===== src/rtl/rv32i_pipe_ctrl_if.sv =====
// Control bundle between the RV32I pipeline datapath and its hazard/sequencing controller.
// The controller attaches as slave; the datapath (or a bench) attaches as master.
interface rv32i_pipe_ctrl_if;
   logic [31:0] id_instr;
   logic        id_valid;
   logic        ex_valid;
   logic        ex_is_load;
   logic [4:0]  ex_rd;
   logic        ex_redirect;
   logic        imem_ready;
   logic        dmem_req;
   logic        dmem_ready;
   logic        pc_en;
   logic        pc_sel_redirect;
   logic        ifid_en;
   logic        ifid_flush;
   logic        idex_en;
   logic        idex_flush;
   logic        exmem_en;
   logic        memwb_flush;
   logic        mem_timeout;
   logic [31:0] stall_cycles;
   logic [31:0] flush_events;

   modport slave (
      input  id_instr, id_valid, ex_valid, ex_is_load, ex_rd, ex_redirect,
             imem_ready, dmem_req, dmem_ready,
      output pc_en, pc_sel_redirect, ifid_en, ifid_flush, idex_en, idex_flush,
             exmem_en, memwb_flush, mem_timeout, stall_cycles, flush_events
   );

   modport master (
      output id_instr, id_valid, ex_valid, ex_is_load, ex_rd, ex_redirect,
             imem_ready, dmem_req, dmem_ready,
      input  pc_en, pc_sel_redirect, ifid_en, ifid_flush, idex_en, idex_flush,
             exmem_en, memwb_flush, mem_timeout, stall_cycles, flush_events
   );
endinterface


===== src/rtl/rv32i_pipe_ctrl.sv =====
// Hazard and sequencing controller for the 5-stage RV32I pipeline: load-use detection,
// stall/flush/freeze arbitration, data-memory timeout and performance counters.
module rv32i_pipe_ctrl #(
   parameter int unsigned MEM_TIMEOUT = 255
) (
   input logic              clk,
   input logic              rst,
   rv32i_pipe_ctrl_if.slave pif
);

   typedef enum logic [1:0] {INIT, RUN, MEM_WAIT, ERR} state_t;

   state_t      state, state_nx;
   logic [15:0] wait_cnt, wait_cnt_nx, wait_cnt_inc;
   logic        use_rs1, use_rs2, load_use;
   logic [4:0]  rs1, rs2;
   logic        pc_en, pc_sel_redirect, ifid_en, ifid_flush;
   logic        idex_en, idex_flush, exmem_en, memwb_flush, mem_timeout;
   logic [31:0] stall_cycles, flush_events;
   logic        unused_bits;

   assign rs1 = pif.id_instr[19:15];
   assign rs2 = pif.id_instr[24:20];
   assign unused_bits = ^{pif.id_instr[31:25], pif.id_instr[14:7]};

   always_comb begin
      use_rs1 = 1'b0;
      use_rs2 = 1'b0;
      case (pif.id_instr[6:0])
         7'b0110011, 7'b0100011, 7'b1100011: begin
            use_rs1 = 1'b1;
            use_rs2 = 1'b1;
         end
         7'b0010011, 7'b0000011, 7'b1100111: use_rs1 = 1'b1;
         default: ;
      endcase
   end

   assign load_use = pif.id_valid & pif.ex_valid & pif.ex_is_load & (pif.ex_rd != '0) &
                     ((use_rs1 & (rs1 == pif.ex_rd)) | (use_rs2 & (rs2 == pif.ex_rd)));

   // RUN entry counts as the first not-ready cycle, so the count starts at 1 there.
   assign wait_cnt_inc = (state == RUN) ? 16'd1 : wait_cnt + 16'd1;

   always_comb begin
      state_nx        = state;
      wait_cnt_nx     = wait_cnt;
      pc_en           = 1'b0;
      pc_sel_redirect = 1'b0;
      ifid_en         = 1'b0;
      ifid_flush      = 1'b0;
      idex_en         = 1'b0;
      idex_flush      = 1'b0;
      exmem_en        = 1'b0;
      memwb_flush     = 1'b0;
      mem_timeout     = 1'b0;
      if (rst || state == INIT) begin
         ifid_flush  = 1'b1;
         idex_flush  = 1'b1;
         memwb_flush = 1'b1;
         state_nx    = RUN;
      end else if (state == ERR) begin
         memwb_flush = 1'b1;
         mem_timeout = 1'b1;
      end else if (!pif.dmem_ready && (state == MEM_WAIT || pif.dmem_req)) begin
         memwb_flush = 1'b1;
         wait_cnt_nx = wait_cnt_inc;
         state_nx    = (32'(wait_cnt_inc) >= MEM_TIMEOUT) ? ERR : MEM_WAIT;
      end else begin
         // A redirect held in EX through a freeze resolves here on the release cycle.
         pc_en       = 1'b1;
         ifid_en     = 1'b1;
         idex_en     = 1'b1;
         exmem_en    = 1'b1;
         wait_cnt_nx = '0;
         state_nx    = RUN;
         if (pif.ex_redirect) begin
            pc_sel_redirect = 1'b1;
            ifid_flush      = 1'b1;
            idex_flush      = 1'b1;
         end else if (load_use) begin
            pc_en      = 1'b0;
            ifid_en    = 1'b0;
            idex_flush = 1'b1;
         end else if (!pif.imem_ready) begin
            pc_en      = 1'b0;
            ifid_flush = 1'b1;
         end
      end
   end

   always_ff @(posedge clk) begin
      if (rst) begin
         state        <= INIT;
         wait_cnt     <= '0;
         stall_cycles <= '0;
         flush_events <= '0;
      end else begin
         state    <= state_nx;
         wait_cnt <= wait_cnt_nx;
         if (!pc_en)
            stall_cycles <= stall_cycles + 32'd1;
         if (pc_sel_redirect)
            flush_events <= flush_events + 32'd1;
      end
   end

   assign pif.pc_en           = pc_en;
   assign pif.pc_sel_redirect = pc_sel_redirect;
   assign pif.ifid_en         = ifid_en;
   assign pif.ifid_flush      = ifid_flush;
   assign pif.idex_en         = idex_en;
   assign pif.idex_flush      = idex_flush;
   assign pif.exmem_en        = exmem_en;
   assign pif.memwb_flush     = memwb_flush;
   assign pif.mem_timeout     = mem_timeout;
   assign pif.stall_cycles    = stall_cycles;
   assign pif.flush_events    = flush_events;

endmodule


===== src/flat_wrapper.sv =====
// flat-port wrapper written by rule: the top's interface ports become plain ports
module rv32i_pipe_ctrl_flat 
#(
   parameter int unsigned MEM_TIMEOUT = 255
)
  (clk, rst, pif_id_instr, pif_id_valid, pif_ex_valid, pif_ex_is_load, pif_ex_rd, pif_ex_redirect, pif_imem_ready, pif_dmem_req, pif_dmem_ready, pif_pc_en, pif_pc_sel_redirect, pif_ifid_en, pif_ifid_flush, pif_idex_en, pif_idex_flush, pif_exmem_en, pif_memwb_flush, pif_mem_timeout, pif_stall_cycles, pif_flush_events);
  rv32i_pipe_ctrl_if pif_i ();
  input logic clk;
  input logic rst;
  input wire logic [$bits(pif_i.id_instr)-1:0] pif_id_instr;
  input wire logic [$bits(pif_i.id_valid)-1:0] pif_id_valid;
  input wire logic [$bits(pif_i.ex_valid)-1:0] pif_ex_valid;
  input wire logic [$bits(pif_i.ex_is_load)-1:0] pif_ex_is_load;
  input wire logic [$bits(pif_i.ex_rd)-1:0] pif_ex_rd;
  input wire logic [$bits(pif_i.ex_redirect)-1:0] pif_ex_redirect;
  input wire logic [$bits(pif_i.imem_ready)-1:0] pif_imem_ready;
  input wire logic [$bits(pif_i.dmem_req)-1:0] pif_dmem_req;
  input wire logic [$bits(pif_i.dmem_ready)-1:0] pif_dmem_ready;
  output wire logic [$bits(pif_i.pc_en)-1:0] pif_pc_en;
  output wire logic [$bits(pif_i.pc_sel_redirect)-1:0] pif_pc_sel_redirect;
  output wire logic [$bits(pif_i.ifid_en)-1:0] pif_ifid_en;
  output wire logic [$bits(pif_i.ifid_flush)-1:0] pif_ifid_flush;
  output wire logic [$bits(pif_i.idex_en)-1:0] pif_idex_en;
  output wire logic [$bits(pif_i.idex_flush)-1:0] pif_idex_flush;
  output wire logic [$bits(pif_i.exmem_en)-1:0] pif_exmem_en;
  output wire logic [$bits(pif_i.memwb_flush)-1:0] pif_memwb_flush;
  output wire logic [$bits(pif_i.mem_timeout)-1:0] pif_mem_timeout;
  output wire logic [$bits(pif_i.stall_cycles)-1:0] pif_stall_cycles;
  output wire logic [$bits(pif_i.flush_events)-1:0] pif_flush_events;
  assign pif_i.id_instr = pif_id_instr;
  assign pif_i.id_valid = pif_id_valid;
  assign pif_i.ex_valid = pif_ex_valid;
  assign pif_i.ex_is_load = pif_ex_is_load;
  assign pif_i.ex_rd = pif_ex_rd;
  assign pif_i.ex_redirect = pif_ex_redirect;
  assign pif_i.imem_ready = pif_imem_ready;
  assign pif_i.dmem_req = pif_dmem_req;
  assign pif_i.dmem_ready = pif_dmem_ready;
  assign pif_pc_en = pif_i.pc_en;
  assign pif_pc_sel_redirect = pif_i.pc_sel_redirect;
  assign pif_ifid_en = pif_i.ifid_en;
  assign pif_ifid_flush = pif_i.ifid_flush;
  assign pif_idex_en = pif_i.idex_en;
  assign pif_idex_flush = pif_i.idex_flush;
  assign pif_exmem_en = pif_i.exmem_en;
  assign pif_memwb_flush = pif_i.memwb_flush;
  assign pif_mem_timeout = pif_i.mem_timeout;
  assign pif_stall_cycles = pif_i.stall_cycles;
  assign pif_flush_events = pif_i.flush_events;
  rv32i_pipe_ctrl #(.MEM_TIMEOUT(MEM_TIMEOUT)) u_core (.clk(clk), .rst(rst), .pif(pif_i));
endmodule

===== config.mk =====
export PLATFORM = sky130hd
export DESIGN_NAME = rv32i_pipe_ctrl_flat
export DESIGN_NICKNAME = d
export VERILOG_FILES = /design/src/rtl/rv32i_pipe_ctrl_if.sv /design/src/rtl/rv32i_pipe_ctrl.sv /design/src/flat_wrapper.sv
export SDC_FILE = /design/constraint.sdc
export NUM_CORES = 1
export LEC_CHECK = 0
export CAP_MARGIN = 25
export CELL_PAD_IN_SITES_DETAIL_PLACEMENT = 1
export CELL_PAD_IN_SITES_GLOBAL_PLACEMENT = 1
export CORE_MARGIN = 10
export CORE_UTILIZATION = 38
export CTS_CLUSTER_DIAMETER = 100
export DETAILED_ROUTE_END_ITERATION = 7
export PLACE_DENSITY_LB_ADDON = 0.05
export SYNTH_ARGS = -nofsm -noshare
export SYNTH_HDL_FRONTEND = slang
export SYNTH_SLANG_ARGS = --single-unit

===== constraint.sdc =====
create_clock -name clk -period 6 [get_ports clk]
set_input_delay 1.5 -clock clk [delete_from_list [all_inputs] [get_ports clk]]
set_output_delay 1.5 -clock clk [all_outputs]
set_load 0.01 [all_outputs]

=== Yosys cells after proc, flatten, opt, wreduce, memory -nomap -nowiden ===
Index checks and enable logic that the tools add are counted.

* Bits in registers: 82
* Input port bits: 46
* Word-level logic and storage cells: 82

* Add/sub/neg operators: 3
* Magnitude comparators: 1
* Equal/unequal tests: 12
* Mux-type cells: 42
* Bitwise logic cells: 9
* Reduce and logical (&&, ||, !) cells: 10

{| class="wikitable"
|+ Operators with widths
! cell !! count
|-
| $add A32 B1 Y32 const B || 2
|-
| $mux W1 || 39
|-
| $mux W16 || 2
|-
| $add A16 B1 Y16 const B || 1
|-
| $ge A16 B8 Y1 const B || 1
|-
| $eq A7 B6 Y1 const B || 2
|-
| $eq A7 B7 Y1 const B || 2
|-
| $eq A5 B5 Y1 || 2
|-
| $eq A7 B2 Y1 const B || 1
|-
| $eq A7 B5 Y1 const B || 1
|-
| $and A1 B1 Y1 || 6
|-
| $reduce_or A6 Y1 || 1
|-
| $reduce_bool A5 Y1 || 1
|-
| $eq A2 B2 Y1 const B || 2
|-
| $reduce_or A3 Y1 || 1
|-
| $eq A2 B1 Y1 const B || 1
|-
| $logic_not A2 Y1 || 1
|-
| $logic_or A1 B1 Y1 || 2
|-
| $mux W2 || 1
|-
| $ne A2 B1 Y1 const B || 1
|-
| $not A1 Y1 || 2
|-
| $reduce_and A2 Y1 || 1
|-
| $reduce_or A2 Y1 || 1
|-
| $logic_and A1 B1 Y1 || 1
|-
| 2 further kinds || 2
|}

=== Depth between registers and ports, before layout ===
* Word-level depth: 11
* Gate-level depth with buffers: 9
* Depth with buffers taken out: 7

=== Worst setup path after synthesis ===
Ideal clock, no wire load.

* Path kind: input port to output port
* Start: input pif_dmem_ready
* End: output pif_pc_en
* Arrival time: 2.885 ns
* Data required time: 4.500 ns
* Setup slack: 1.615 ns
* Stages on the path: 7
* Path buffers: 3
* Cells stage by stage: buf_2 -> nor2b_1 -> o31ai_2 -> nand2b_1 -> a211oi_2 -> buf_2 -> buf_4

* Word-level cells in the longest chain between the ends: 5

{| class="wikitable"
|+ Ends and longest elaborated chain
! what !! RTL line !! source
|-
| start: declaration || flat_wrapper.sv:18 || <nowiki>input wire logic [$bits(pif_i.dmem_ready)-1:0] pif_dmem_ready;</nowiki>
|-
| $logic_not A1 Y1 || rv32i_pipe_ctrl.sv:65 || <nowiki>end else if (!pif.dmem_ready && (state == MEM_WAIT || pif.dmem_req)) begin</nowiki>
|-
| $logic_and A1 B1 Y1 || rv32i_pipe_ctrl.sv:65 ||
|-
| $mux W1 || rv32i_pipe_ctrl.sv:65 ||
|-
| $mux W1 || rv32i_pipe_ctrl.sv:62 || <nowiki>end else if (state == ERR) begin</nowiki>
|-
| $mux W1 || rv32i_pipe_ctrl.sv:57 || <nowiki>if (rst || state == INIT) begin</nowiki>
|-
| end: declaration || flat_wrapper.sv:19 || <nowiki>output wire logic [$bits(pif_i.pc_en)-1:0] pif_pc_en;</nowiki>
|}

Every way passes these cells.

=== Worst setup path after layout ===
* Start: input pif_dmem_ready
* End: output pif_pc_sel_redirect

* Word-level cells in the longest chain between the ends: 5

{| class="wikitable"
|+ Ends and longest elaborated chain
! what !! RTL line !! source
|-
| $logic_not A1 Y1 || rv32i_pipe_ctrl.sv:65 ||
|-
| $logic_and A1 B1 Y1 || rv32i_pipe_ctrl.sv:65 ||
|-
| $mux W1 || rv32i_pipe_ctrl.sv:65 ||
|-
| $mux W1 || rv32i_pipe_ctrl.sv:62 ||
|-
| $mux W1 || rv32i_pipe_ctrl.sv:57 ||
|-
| end: declaration || flat_wrapper.sv:20 || <nowiki>output wire logic [$bits(pif_i.pc_sel_redirect)-1:0] pif_pc_sel_redirect;</nowiki>
|}

Every way passes these cells.

==> flow_metrics.env <==
export IMPL_outcome="complete, no violations"
export IMPL_async_flop_share=0
export IMPL_final_cells=789
export IMPL_arrival_ns=3.75
export IMPL_fmax_mhz=191
export IMPL_place_hpwl_mm=9.90
export IMPL_synth_seq_area_share=0.370
export IMPL_worst_slew_pin_slew_ns=0.946
export IMPL_ys_flop_type="dfxtp_1"
export IMPL_syn2layout_area_growth_pct=31.6
export IMPL_maxCapViolCount=0
export IMPL_port_buffers=103
export IMPL_synth_edf_count=0
export IMPL_htree_levels=3
export IMPL_yosysUniqueCellTypes=56
export IMPL_via_per_inst=5.70
export IMPL_clock_path_buffers=2
export IMPL_ant_nets=0
export IMPL_routedWlPerCell_um=17.6
export IMPL_grt_max_degree=68
export IMPL_crit_fanout=9
export IMPL_die_w_um=128
export IMPL_die_area_um2=16400
export IMPL_finalHoldViolations=0
export IMPL_netlist_instances=560
export IMPL_dieHeight_um=128
export IMPL_synth_top_area_frac=0.370
export IMPL_cp_cell_sequence="clkdlybuf4s50_1 -> nor2b_1 -> o31ai_2 -> nand2b_1 -> inv_1 -> nand2_1 -> inv_1 -> clkdlybuf4s50_1"
export IMPL_relSlewSlack=0.366
export IMPL_place_congestion=0.805
export IMPL_cts_buffers=9
export IMPL_met3_length_um=729
export IMPL_layout_nets=690
export IMPL_finClkSkew_ns=0.00483
export IMPL_num_vias=4495
export IMPL_cts_root_buf="clkbuf_16"
export IMPL_synth_area_leader_cell="dfxtp_1"
export IMPL_cts_tree="built"
export IMPL_antenna_found_initial=0
export IMPL_drt_total_wl_mm=13.9
export IMPL_maxUsedRoutingLayer="met4"
export IMPL_slowest_delay_ns=0.67
export IMPL_setup_violations=0
export IMPL_place_inst=773
export IMPL_path_class="primary input to primary output"
export IMPL_ys_ff_latch=82
export IMPL_wl_met2_mm=6.99
export IMPL_netlist_area_um2=4440
export IMPL_power_leakage_nw=1.78
export IMPL_post_cts_buffers=0
export IMPL_synthTopCellsByArea="dfxtp_1 37%, xnor2_1 8.1%, a21oi_1 5.6%"
export IMPL_power_density_nw_per_um2=214
export IMPL_ctsHoldBuffers=0
export IMPL_start_util=0.389
export IMPL_whs_ns=0.495
export IMPL_postCtsResizedCells=0
export IMPL_drtPass1Iterations=4
export IMPL_period_needed_ns=5.25
export IMPL_slowest_stage="clkdlybuf4s50_1"
export IMPL_r2r_cells=6
export IMPL_required_ns=4.50
export IMPL_ioPinCount=119
export IMPL_insertion_delay_ns=0.35
export IMPL_grt_pass1_wl_mm=23.3
export IMPL_crit_path_end_kind="primary output"
export IMPL_peakVddDrop_mv=0.158
export IMPL_drt_met1_wl_mm=6.05
export IMPL_period_share=0.875
export IMPL_power_mw=1.25
export IMPL_postSynthAreaPerCell_um2=7.93
export IMPL_rsz0062_at_grt="no"
export IMPL_hold_path_class="flip-flop to flip-flop"
export IMPL_diodes=0
export IMPL_final_setup_tns_ns=0
export IMPL_rows=39
export IMPL_design_core_area_um2=11400
export IMPL_overflow=0
export IMPL_grtUsageTotal=0.170
export IMPL_drive_gt1_frac=0.0495
export IMPL_grt_pass1_vias=4554
export IMPL_min_path_cells=2
export IMPL_drc=0
export IMPL_drv_slew=0
export IMPL_cts_clk_slew_worst_paths_ns=0.06
export IMPL_cts_sinks=82
export IMPL_yosys_warnings=0
export IMPL_drt_iter0_drc=283
export IMPL_startpoint_type="primary input"
export IMPL_synth_nets=609
==> cell usage after synthesis, types with 3 or more instances <==
library cell,instances
and4_1,8
xor2_1,3
and3_1,6
inv_1,18
nand2b_1,4
nor2_1,50
buf_4,3
clkbuf_1,23
nor2b_1,5
nand3_1,33
nand2_1,36
buf_1,5
a21oi_1,50
buf_2,4
xnor2_1,41
a211oi_1,4
nand4b_1,5
a31oi_1,5
nor4_1,8
o21ai_0,27
or3_1,20
a32oi_1,5
o31ai_1,14
or4_1,14
and2_1,6
nand4_1,15
a41oi_1,4
nor3_1,30
dfxtp_1,82
ha_1,3
==> worst max-delay path, delay by kind of cell <==
family / cells / cell delay, ns
AO/OA/AOI/OAI: 1 / 0.28
buffers and inverters: 4 / 1.51
AND/OR/NAND/NOR: 3 / 0.46
==> where the power goes <==
part	total [mW]	internal (mW)	switching, mW
clock	0.601	0.364	0.237
combinational	0.0931	0.0443	0.0488
sequential	0.557	0.548	0.00906
==> layout by cell type (no fill, tap or decap), types with 3 or more instances in the layout <==
cell type / synthesis / final
a211oi_1: 4 / 3
clkdlybuf4s50_1: 0 / 102
ha_1: 3 / 3
or4_1: 14 / 14
and3_1: 6 / 6
or3_1: 20 / 20
and2_1: 6 / 6
nand4_1: 15 / 15
nand4b_1: 5 / 5
a41oi_1: 4 / 4
nor2b_1: 5 / 5
a21oi_1: 50 / 50
and4_1: 8 / 8
a31oi_1: 5 / 5
clkbuf_16: 0 / 9
xnor2_1: 41 / 41
inv_1: 18 / 18
nand2_1: 36 / 36
nand3_1: 33 / 33
nand2b_1: 4 / 4
nor3_1: 30 / 30
nor4_1: 8 / 8
a32oi_1: 5 / 5
o21ai_0: 27 / 27
nor2_1: 50 / 50
xor2_1: 3 / 3
o31ai_1: 14 / 14
dfxtp_1: 82 / 82
==> metal layers <==
metal	global-route usage	vias up
met1	0.200	2210
met4	0.0503	0
met5	0	-
li1	-	2199
met2	0.287	72
met3	0.0542	14
==> final cells by class <==
cell class,instances,area [um2]
multi-input combinational,424,2580
fill,1380,5570
timing repair buffer,106,1050
inverter,18,67.6
clock buffer,9,225
clock inverter,7,93.8
sequential,82,1640
tap,143,179
==> sequential cells by signal, indices dropped and copies added, names as in the netlist <==
register,cells
u_core.pif.flush_events,32
u_core.wait_cnt,16
u_core.state,2
u_core.pif.stall_cycles,32
==> cell families after synthesis <==
kind of cell,after synthesis,synth area share
XOR/XNOR,44,0.0868
AND/OR/NAND/NOR,253,0.312
adder cells (fa/ha/maj),3,0.00845
multiplexers,2,0.00479
AO/OA/AOI/OAI,122,0.168
flip-flops,82,0.370
buffers and inverters,54,0.0510
==> final timing paths <==
kind                                                         startpoint                                  endpoint  slack [ns]
worst min register to register  u_core.pif.flush_events[1]$_SDFFE_PP0P_   u_core.pif.flush_events[1]$_SDFFE_PP0P_        0.49
worst max-delay path                                     pif_dmem_ready                       pif_pc_sel_redirect        0.75
worst max register to register             u_core.state[0]$_SDFFE_PP0N_  u_core.pif.flush_events[16]$_SDFFE_PP0P_        3.09
worst min-delay path            u_core.pif.flush_events[1]$_SDFFE_PP0P_   u_core.pif.flush_events[1]$_SDFFE_PP0P_        0.49
==> stage by stage <==
step | area (um2) | setup slack, ns | utilization
floorplan | 4440 | 1.61 | -
global placement | 5510 | 0.785 | 0.483
detailed placement | 5530 | 0.737 | 0.484
CTS | 5840 | 0.723 | 0.512
global route | 5840 | 0.582 | 0.512
finish | 5840 | 0.752 | 0.512
No activity file was read; power rests on OpenSTA's default activity.
